### src/rtl/mips_pkg.sv
// Shared MIPS core definitions used by the MEM/WB stage: load-type codes,
// register/data widths and the sign/zero extension helpers.
package mips_pkg;

    localparam int DATA_W = 32;
    localparam int REG_W  = 5;
    localparam logic [REG_W-1:0] REG_ZERO = 5'd0;

    typedef enum logic [2:0] {
        LT_LW  = 3'b000,
        LT_LB  = 3'b001,
        LT_LBU = 3'b010,
        LT_LH  = 3'b011,
        LT_LHU = 3'b100
    } load_type_t;

    typedef struct packed {
        logic                valid;
        logic                reg_write;
        logic                mem_to_reg;
        logic                link;
        load_type_t          load_type;
        logic [REG_W-1:0]    rd;
        logic [DATA_W-1:0]   alu_result;
        logic [DATA_W-1:0]   mem_rdata;
        logic [DATA_W-1:0]   pc_plus8;
    } wb_stage_t;

    function automatic logic [DATA_W-1:0] extendByte(input logic [7:0] b, input logic isSigned);
        return {{(DATA_W-8){isSigned & b[7]}}, b};
    endfunction

    function automatic logic [DATA_W-1:0] extendHalf(input logic [15:0] h, input logic isSigned);
        return {{(DATA_W-16){isSigned & h[15]}}, h};
    endfunction

endpackage

### src/rtl/mem_wb_stage_if.sv
// MEM -> WB bundle, ID bypass query and register-file write port of the
// writeback stage. The master side is the pipeline around the stage.
interface mem_wb_stage_if;
    import mips_pkg::*;

    logic                stall;
    logic                flush;
    logic                in_valid;
    logic                in_reg_write;
    logic                in_mem_to_reg;
    logic                in_link;
    logic [2:0]          in_load_type;
    logic [REG_W-1:0]    in_rd;
    logic [DATA_W-1:0]   in_alu_result;
    logic [DATA_W-1:0]   in_mem_rdata;
    logic [DATA_W-1:0]   in_pc_plus8;
    logic [REG_W-1:0]    id_rs;
    logic [REG_W-1:0]    id_rt;

    logic                RegWrite;
    logic [REG_W-1:0]    Rd;
    logic [DATA_W-1:0]   data;
    logic                wb_valid;
    logic                rs_hit;
    logic                rt_hit;
    logic [31:0]         retire_count;

    modport master (
        output stall, flush, in_valid, in_reg_write, in_mem_to_reg, in_link,
               in_load_type, in_rd, in_alu_result, in_mem_rdata, in_pc_plus8,
               id_rs, id_rt,
        input  RegWrite, Rd, data, wb_valid, rs_hit, rt_hit, retire_count
    );

    modport slave (
        input  stall, flush, in_valid, in_reg_write, in_mem_to_reg, in_link,
               in_load_type, in_rd, in_alu_result, in_mem_rdata, in_pc_plus8,
               id_rs, id_rt,
        output RegWrite, Rd, data, wb_valid, rs_hit, rt_hit, retire_count
    );

endinterface

### src/rtl/load_extract.sv
// Big-endian load data extraction: picks the addressed byte/halfword out of
// the raw memory word and sign- or zero-extends it to 32 bits.
module load_extract
    import mips_pkg::*;
(
    input  logic [DATA_W-1:0] word_i,
    input  logic [1:0]        offset_i,
    input  load_type_t        load_type_i,
    output logic [DATA_W-1:0] data_o
);

    logic [7:0]  byteSel;
    logic [15:0] halfSel;

    // Offset 0 is the most significant byte (big-endian lane order).
    always_comb begin
        byteSel = word_i[31:24];
        case (offset_i)
            2'd0:    byteSel = word_i[31:24];
            2'd1:    byteSel = word_i[23:16];
            2'd2:    byteSel = word_i[15:8];
            default: byteSel = word_i[7:0];
        endcase
    end

    always_comb begin
        halfSel = offset_i[1] ? word_i[15:0] : word_i[31:16];
    end

    // Unused codes fall through to the full word.
    always_comb begin
        data_o = word_i;
        case (load_type_i)
            LT_LB:   data_o = extendByte(byteSel, 1'b1);
            LT_LBU:  data_o = extendByte(byteSel, 1'b0);
            LT_LH:   data_o = extendHalf(halfSel, 1'b1);
            LT_LHU:  data_o = extendHalf(halfSel, 1'b0);
            default: data_o = word_i;
        endcase
    end

endmodule

### src/rtl/mem_wb_stage.sv
// MEM/WB pipeline register and writeback stage: drives the register file
// write port, flags WB->ID bypass hits and counts retired instructions.
module mem_wb_stage
    import mips_pkg::*;
(
    input  logic            clk,
    input  logic            rst,
    mem_wb_stage_if.slave   bus
);

    wb_stage_t          stage_q, stage_d;
    logic [31:0]        retireCount_q, retireCount_d;
    logic [DATA_W-1:0]  loadData;
    logic [DATA_W-1:0]  wbData;
    logic               regWrite;

    // Flush beats stall; a flushed slot is a fully cleared bubble.
    always_comb begin
        stage_d = stage_q;
        if (bus.flush) begin
            stage_d = '0;
        end else if (!bus.stall) begin
            stage_d.valid      = bus.in_valid;
            stage_d.reg_write  = bus.in_reg_write;
            stage_d.mem_to_reg = bus.in_mem_to_reg;
            stage_d.link       = bus.in_link;
            stage_d.load_type  = load_type_t'(bus.in_load_type);
            stage_d.rd         = bus.in_rd;
            stage_d.alu_result = bus.in_alu_result;
            stage_d.mem_rdata  = bus.in_mem_rdata;
            stage_d.pc_plus8   = bus.in_pc_plus8;
        end
    end

    // An instruction retires on the edge it leaves WB, so a held one counts once.
    always_comb begin
        retireCount_d = retireCount_q;
        if (stage_q.valid && !bus.stall) begin
            retireCount_d = retireCount_q + 32'd1;
        end
    end

    always_ff @(posedge clk) begin
        if (rst) begin
            stage_q       <= '0;
            retireCount_q <= '0;
        end else begin
            stage_q       <= stage_d;
            retireCount_q <= retireCount_d;
        end
    end

    load_extract u_loadExtract (
        .word_i      (stage_q.mem_rdata),
        .offset_i    (stage_q.alu_result[1:0]),
        .load_type_i (stage_q.load_type),
        .data_o      (loadData)
    );

    always_comb begin
        if (stage_q.link) begin
            wbData = stage_q.pc_plus8;
        end else if (stage_q.mem_to_reg) begin
            wbData = loadData;
        end else begin
            wbData = stage_q.alu_result;
        end
    end

    // Writes to $zero are dropped here, which also keeps the bypass from firing on r0.
    always_comb begin
        regWrite = stage_q.valid & stage_q.reg_write & (stage_q.rd != REG_ZERO);
    end

    assign bus.RegWrite     = regWrite;
    assign bus.Rd           = stage_q.rd;
    assign bus.data         = wbData;
    assign bus.wb_valid     = stage_q.valid;
    assign bus.rs_hit       = regWrite & (bus.id_rs == stage_q.rd);
    assign bus.rt_hit       = regWrite & (bus.id_rt == stage_q.rd);
    assign bus.retire_count = retireCount_q;

endmodule

### src/flat_wrapper.sv
// flat-port wrapper written by rule: the top's interface ports become plain ports
module mem_wb_stage_flat import mips_pkg::*;
  (clk, rst, bus_stall, bus_flush, bus_in_valid, bus_in_reg_write, bus_in_mem_to_reg, bus_in_link, bus_in_load_type, bus_in_rd, bus_in_alu_result, bus_in_mem_rdata, bus_in_pc_plus8, bus_id_rs, bus_id_rt, bus_RegWrite, bus_Rd, bus_data, bus_wb_valid, bus_rs_hit, bus_rt_hit, bus_retire_count);
  mem_wb_stage_if bus_i ();
  input  logic clk;
  input  logic rst;
  input wire logic [$bits(bus_i.stall)-1:0] bus_stall;
  input wire logic [$bits(bus_i.flush)-1:0] bus_flush;
  input wire logic [$bits(bus_i.in_valid)-1:0] bus_in_valid;
  input wire logic [$bits(bus_i.in_reg_write)-1:0] bus_in_reg_write;
  input wire logic [$bits(bus_i.in_mem_to_reg)-1:0] bus_in_mem_to_reg;
  input wire logic [$bits(bus_i.in_link)-1:0] bus_in_link;
  input wire logic [$bits(bus_i.in_load_type)-1:0] bus_in_load_type;
  input wire logic [$bits(bus_i.in_rd)-1:0] bus_in_rd;
  input wire logic [$bits(bus_i.in_alu_result)-1:0] bus_in_alu_result;
  input wire logic [$bits(bus_i.in_mem_rdata)-1:0] bus_in_mem_rdata;
  input wire logic [$bits(bus_i.in_pc_plus8)-1:0] bus_in_pc_plus8;
  input wire logic [$bits(bus_i.id_rs)-1:0] bus_id_rs;
  input wire logic [$bits(bus_i.id_rt)-1:0] bus_id_rt;
  output wire logic [$bits(bus_i.RegWrite)-1:0] bus_RegWrite;
  output wire logic [$bits(bus_i.Rd)-1:0] bus_Rd;
  output wire logic [$bits(bus_i.data)-1:0] bus_data;
  output wire logic [$bits(bus_i.wb_valid)-1:0] bus_wb_valid;
  output wire logic [$bits(bus_i.rs_hit)-1:0] bus_rs_hit;
  output wire logic [$bits(bus_i.rt_hit)-1:0] bus_rt_hit;
  output wire logic [$bits(bus_i.retire_count)-1:0] bus_retire_count;
  assign bus_i.stall = bus_stall;
  assign bus_i.flush = bus_flush;
  assign bus_i.in_valid = bus_in_valid;
  assign bus_i.in_reg_write = bus_in_reg_write;
  assign bus_i.in_mem_to_reg = bus_in_mem_to_reg;
  assign bus_i.in_link = bus_in_link;
  assign bus_i.in_load_type = bus_in_load_type;
  assign bus_i.in_rd = bus_in_rd;
  assign bus_i.in_alu_result = bus_in_alu_result;
  assign bus_i.in_mem_rdata = bus_in_mem_rdata;
  assign bus_i.in_pc_plus8 = bus_in_pc_plus8;
  assign bus_i.id_rs = bus_id_rs;
  assign bus_i.id_rt = bus_id_rt;
  assign bus_RegWrite = bus_i.RegWrite;
  assign bus_Rd = bus_i.Rd;
  assign bus_data = bus_i.data;
  assign bus_wb_valid = bus_i.wb_valid;
  assign bus_rs_hit = bus_i.rs_hit;
  assign bus_rt_hit = bus_i.rt_hit;
  assign bus_retire_count = bus_i.retire_count;
  mem_wb_stage u_core (.clk(clk), .rst(rst), .bus(bus_i));
endmodule
### config.mk
export PLATFORM = sky130hd
export DESIGN_NAME = mem_wb_stage_flat
export DESIGN_NICKNAME = d
export VERILOG_FILES = /design/src/rtl/mips_pkg.sv /design/src/rtl/mem_wb_stage_if.sv /design/src/rtl/load_extract.sv /design/src/rtl/mem_wb_stage.sv /design/src/flat_wrapper.sv
export SDC_FILE = /design/constraint.sdc
export NUM_CORES = 1
export LEC_CHECK = 0
export CORE_MARGIN = 2
export CORE_UTILIZATION = 44
export CTS_CLUSTER_DIAMETER = 60
export DETAILED_ROUTE_END_ITERATION = 6
export PLACE_DENSITY_LB_ADDON = 0.1
export SLEW_MARGIN = 15
export SYNTH_ARGS = -nofsm -noshare
export SYNTH_HDL_FRONTEND = slang
export SYNTH_SLANG_ARGS = --single-unit
### constraint.sdc
create_clock -name clk -period 1.8 [get_ports clk]
set_input_delay 0.36 -clock clk [delete_from_list [all_inputs] [get_ports clk]]
set_output_delay 0.36 -clock clk [all_outputs]
set_load 0.02 [all_outputs]
==> metrics.md <==
| Metric | Value |
|---|---|
| CTS tree | `built` |
| Chip Height | `between 100 and 150 microns` |
| Pin count of the biggest net entering global routing | `between 70 and 80` |
| Arr. time, crit path | `roughly 2.1 ns` |
| Cell chosen for the clock root | `clkbuf_16` |
| P&R area growth vs syn | `60.8%` |
| Setup Viol. Count Final | `35` |
| FF/Latch Area | `roughly 2800 sq um` |
| GRT Resource Usage Total | `0.270` |
| CP Cell Sequence | `or3_4 -> nand2_8 -> buf_8 -> a221oi_1 -> o31ai_2 -> buf_4` |
| Clock transition at path regs | `0.06 ns` |
| Hold Crit Class | `input pin to flop` |
| Final Skew | `~0.011 ns` |
| Crit path buf inv count | `2` |
| Clk Latency, worst-skew pair | `around 0.43 ns` |
| Pleak | `between 4 and 5 nW` |
| Leading cell type by number of instances after synthesis | `nor2_1` |
| Drt drc | `0` |
| VDD IR max | `about 680 uV` |
| Synth area leader | `dfxtp_1` |
| Post-synthesis async set-or-reset flop share | `0` |
| Hold_ws | `between 0.3 and 0.4 ns` |
| Area of the multi-input gates | `around 4400 sq um` |
| Post-synth EDFFs | `0` |
| Initial antenna violation count | `0` |
| Input/output buffers | `about 190` |
| Reg2reg start | `u_core.bus.retire_count[18]$_SDFFE_PP0P_` |
| Worst-margin pin slew | `around 0.56 ns` |
| Final Cycle Share | `1.39` |
| Post-Syn Nets | `just under 900` |
| Top cell family by delay on the critical path | `simple AND/OR/NAND/NOR gates` |
| Synth Flop Type | `dfxtp_1` |
| RR Endpoint | `u_core.bus.retire_count[25]$_SDFFE_PP0P_` |
| Slew headroom | `0.629` |
| Status | `finished with violations` |
| Inserted Clock Buffers | `17` |
| Fill cell count | `1157` |
| Minimum clock period | `roughly 2.5 ns` |
| Via density | `around 5.5` |
| Failing checks | `setup timing` |
| Top cells by count, synth | `150 x nor2_1, 140 x dfxtp_1, 116 x mux2i_1, 38 x nand2_1, 29 x a21oi_1` |
| Peak Freq | `about 400 MHz` |
| Routed via count | `approximately 6800` |
| Die Wd | `~130 microns` |
| Antenna-violating nets left | `0` |
| DP HPWL | `roughly 16000 microns` |
| IO Count | `195` |
| Top-area cell type share of the netlist area | `0.408` |
| Worst hold path depth | `4` |
| Hold endpoint | `u_core.bus.Rd[4]$_SDFFE_PP0N_` |
| DR WL/cell | `about 19 microns` |
| CP Launch Type | `flop` |
| Worst path max stage delay | `around 0.47 ns` |
| Num rows | `45` |
| Initial DRC count | `427` |
| Synth Cell Area | `a little under 7000 sq um` |
| Setup Crit Path Kind | `flop to primary output` |
| CTS Hold Bufs | `0` |
| Final hold vios | `0` |
| Final Slew Violations | `0` |
| RSZ-0062 raised after global routing | `yes` |
| Post-Route Setup TNS | `-18.74 ns` |
| Clock Sinks | `140` |
| N_diodes | `0` |
| Worst Reg-to-Reg Cells | `4` |
| Core Area | `15200 sq um` |
| Synth top area cells | `dfxtp_1 41%, mux2i_1 17%, nor2_1 8.2%, o31ai_1 2.5%, mux2_2 2.3%` |
| Worst-path fanout max | `7` |
| Post-synth cell types | `57` |
| Syn avg cell area | `approximately 9.1 sq um` |
| Register area share after synthesis | `0.408` |
| Crit-path slowest cell | `or3_4` |
| Critical hold path startpoint | `bus_stall` |
| Vias in the first global route | `6563` |
| Flop-to-flop setup slack | `~0.06 ns` |
| CP endpoint kind | `primary output` |
| First-pass DRT Iterations | `5` |
| Max-cap violation count | `0` |
| Initial Util | `0.452` |
| Layout cells sized above 1 | `0.299` |
| Die ar. | `16600 sq um` |
| Global-route wire length before repair | `approximately 35000 microns` |
| Pwr per Cell Area | `between 700 and 800 nW/um^2` |
| CTS max path bufs | `2` |
| Mapped Cells | `about 750` |
| Final net count | `1144` |
| Yosys warnings | `0` |
| Final wirelength | `~23000 microns` |
| # H-tree levels | `4` |
| Gpl congestion | `around 0.9` |
| #FFs+latches synth | `140` |
| Grt ovf | `0` |
| Worst Slack Setup Final | `-0.696 ns` |
| WP data required | `around 1.4 ns` |
## power breakdown
part / internal [mW] / switching, mW
sequential: 3.18 / 0.0667
clock: 2.53 / 1.35
combinational: 0.676 / 0.600
## cell families (layout without fill, tap and decap cells)
kind of cell,after synthesis,after routing,share of synthesized area
AO/OA/AOI/OAI,122,123,0.126
AND/OR/NAND/NOR,266,267,0.182
flip-flops,140,140,0.408
XOR/XNOR,23,23,0.0293
multiplexers,134,134,0.205
buffers and inverters,66,346,0.0481
adder cells (fa/ha/maj),1,1,0.00182
## flip-flops by register name, indices dropped and copies added, names as in the netlist
signal                   count
u_core.bus.Rd                5
u_core.bus.wb_valid          1
u_core.stage_q             102
u_core.bus.retire_count     32
## per-layer routing
metal  routed length (microns)  track usage  vias up
met2                     11000        0.446      257
met5                         0            0        -
met1                      9760        0.353     3235
met4                       420       0.0754        0
li1                          -            -     3238
met3                      1560       0.0640       31
## metrics by stage
stage / worst slack (ns) / instances / util / instance area, sq um / total power, mW
floorplan: -0.0815 / 752 / - / 7060 / 3.87
global placement: -0.768 / 1184 / 0.647 / 9840 / 4.45
detailed placement: -0.822 / 1184 / 0.647 / 9840 / 4.48
CTS: -0.637 / 1220 / 0.704 / 10700 / 8.38
global route: -0.765 / 1222 / 0.726 / 11000 / 8.68
finish: -0.696 / 1222 / 0.726 / 11000 / 8.40
## worst max path at each step
stage,startpoint,to,slack [ns],cells past startpoint
floorplan,u_core.stage_q[65]$_SDFFE_PP0N_,bus_data[14],-0.08,5
global placement,u_core.stage_q[102]$_SDFFE_PP0N_,bus_data[18],-0.77,6
detailed placement,u_core.stage_q[102]$_SDFFE_PP0N_,bus_data[18],-0.82,6
CTS,u_core.stage_q[101]$_SDFFE_PP0N_,bus_data[0],-0.64,5
global route,u_core.stage_q[103]$_SDFFE_PP0N_,bus_data[30],-0.77,6
finish,u_core.stage_q[103]$_SDFFE_PP0N_,bus_data[30],-0.70,6
## layout by cell type, fill, tap and decap left out, types with 4 or more instances in the layout
cell type          n
nor2_1           150
dfxtp_1          132
clkdlybuf4s50_1  122
buf_4            116
mux2i_1          114
nand2_1           36
dlygate4sd2_1     30
buf_6             24
a21oi_2           17
clkbuf_16         17
o31ai_2           16
a221oi_4          14
mux2_2            14
xor2_1            14
nand3_1           12
o22ai_1           11
a21oi_1           11
nor2b_1           10
o21ai_0            9
xnor2_1            9
o31ai_1            7
or4_1              7
buf_12             7
a221oi_2           6
o211ai_1           6
nand4_1            6
dlymetal6s2s_1     6
a22oi_1            5
o21ai_2            5
nor4_2             5
bufinv_16          5
inv_1              4
and3_1             4
a22oi_2            4
dfxtp_2            4
dfxtp_4            4
## cell type report
| type | instances | share of cell area |
|---|---|---|
| clock buffer | 22 | 0.0420 |
| sequential | 140 | 0.256 |
| clock inverter | 10 | 0.0170 |
| timing repair buffer | 308 | 0.260 |
| tap | 188 | 0.0213 |
| multi-input combinational | 548 | 0.402 |
| inverter | 6 | 0.00204 |
## worst reg2reg max path: cells and delay by family, from the launching register on
kind          cells  cell delay (ns)
flops             1             0.39
mux               1             0.37
simple gates      3             0.87
## repair_timing
item / in CTS / in global routing
gates cloned: 2 / 0
pin swaps: 27 / 18
setup endpoints to repair: 67 / 54
setup buffers: 4 / 2
resized for setup: 255 / 70
Note: power is estimated with default switching activity, not from simulation.
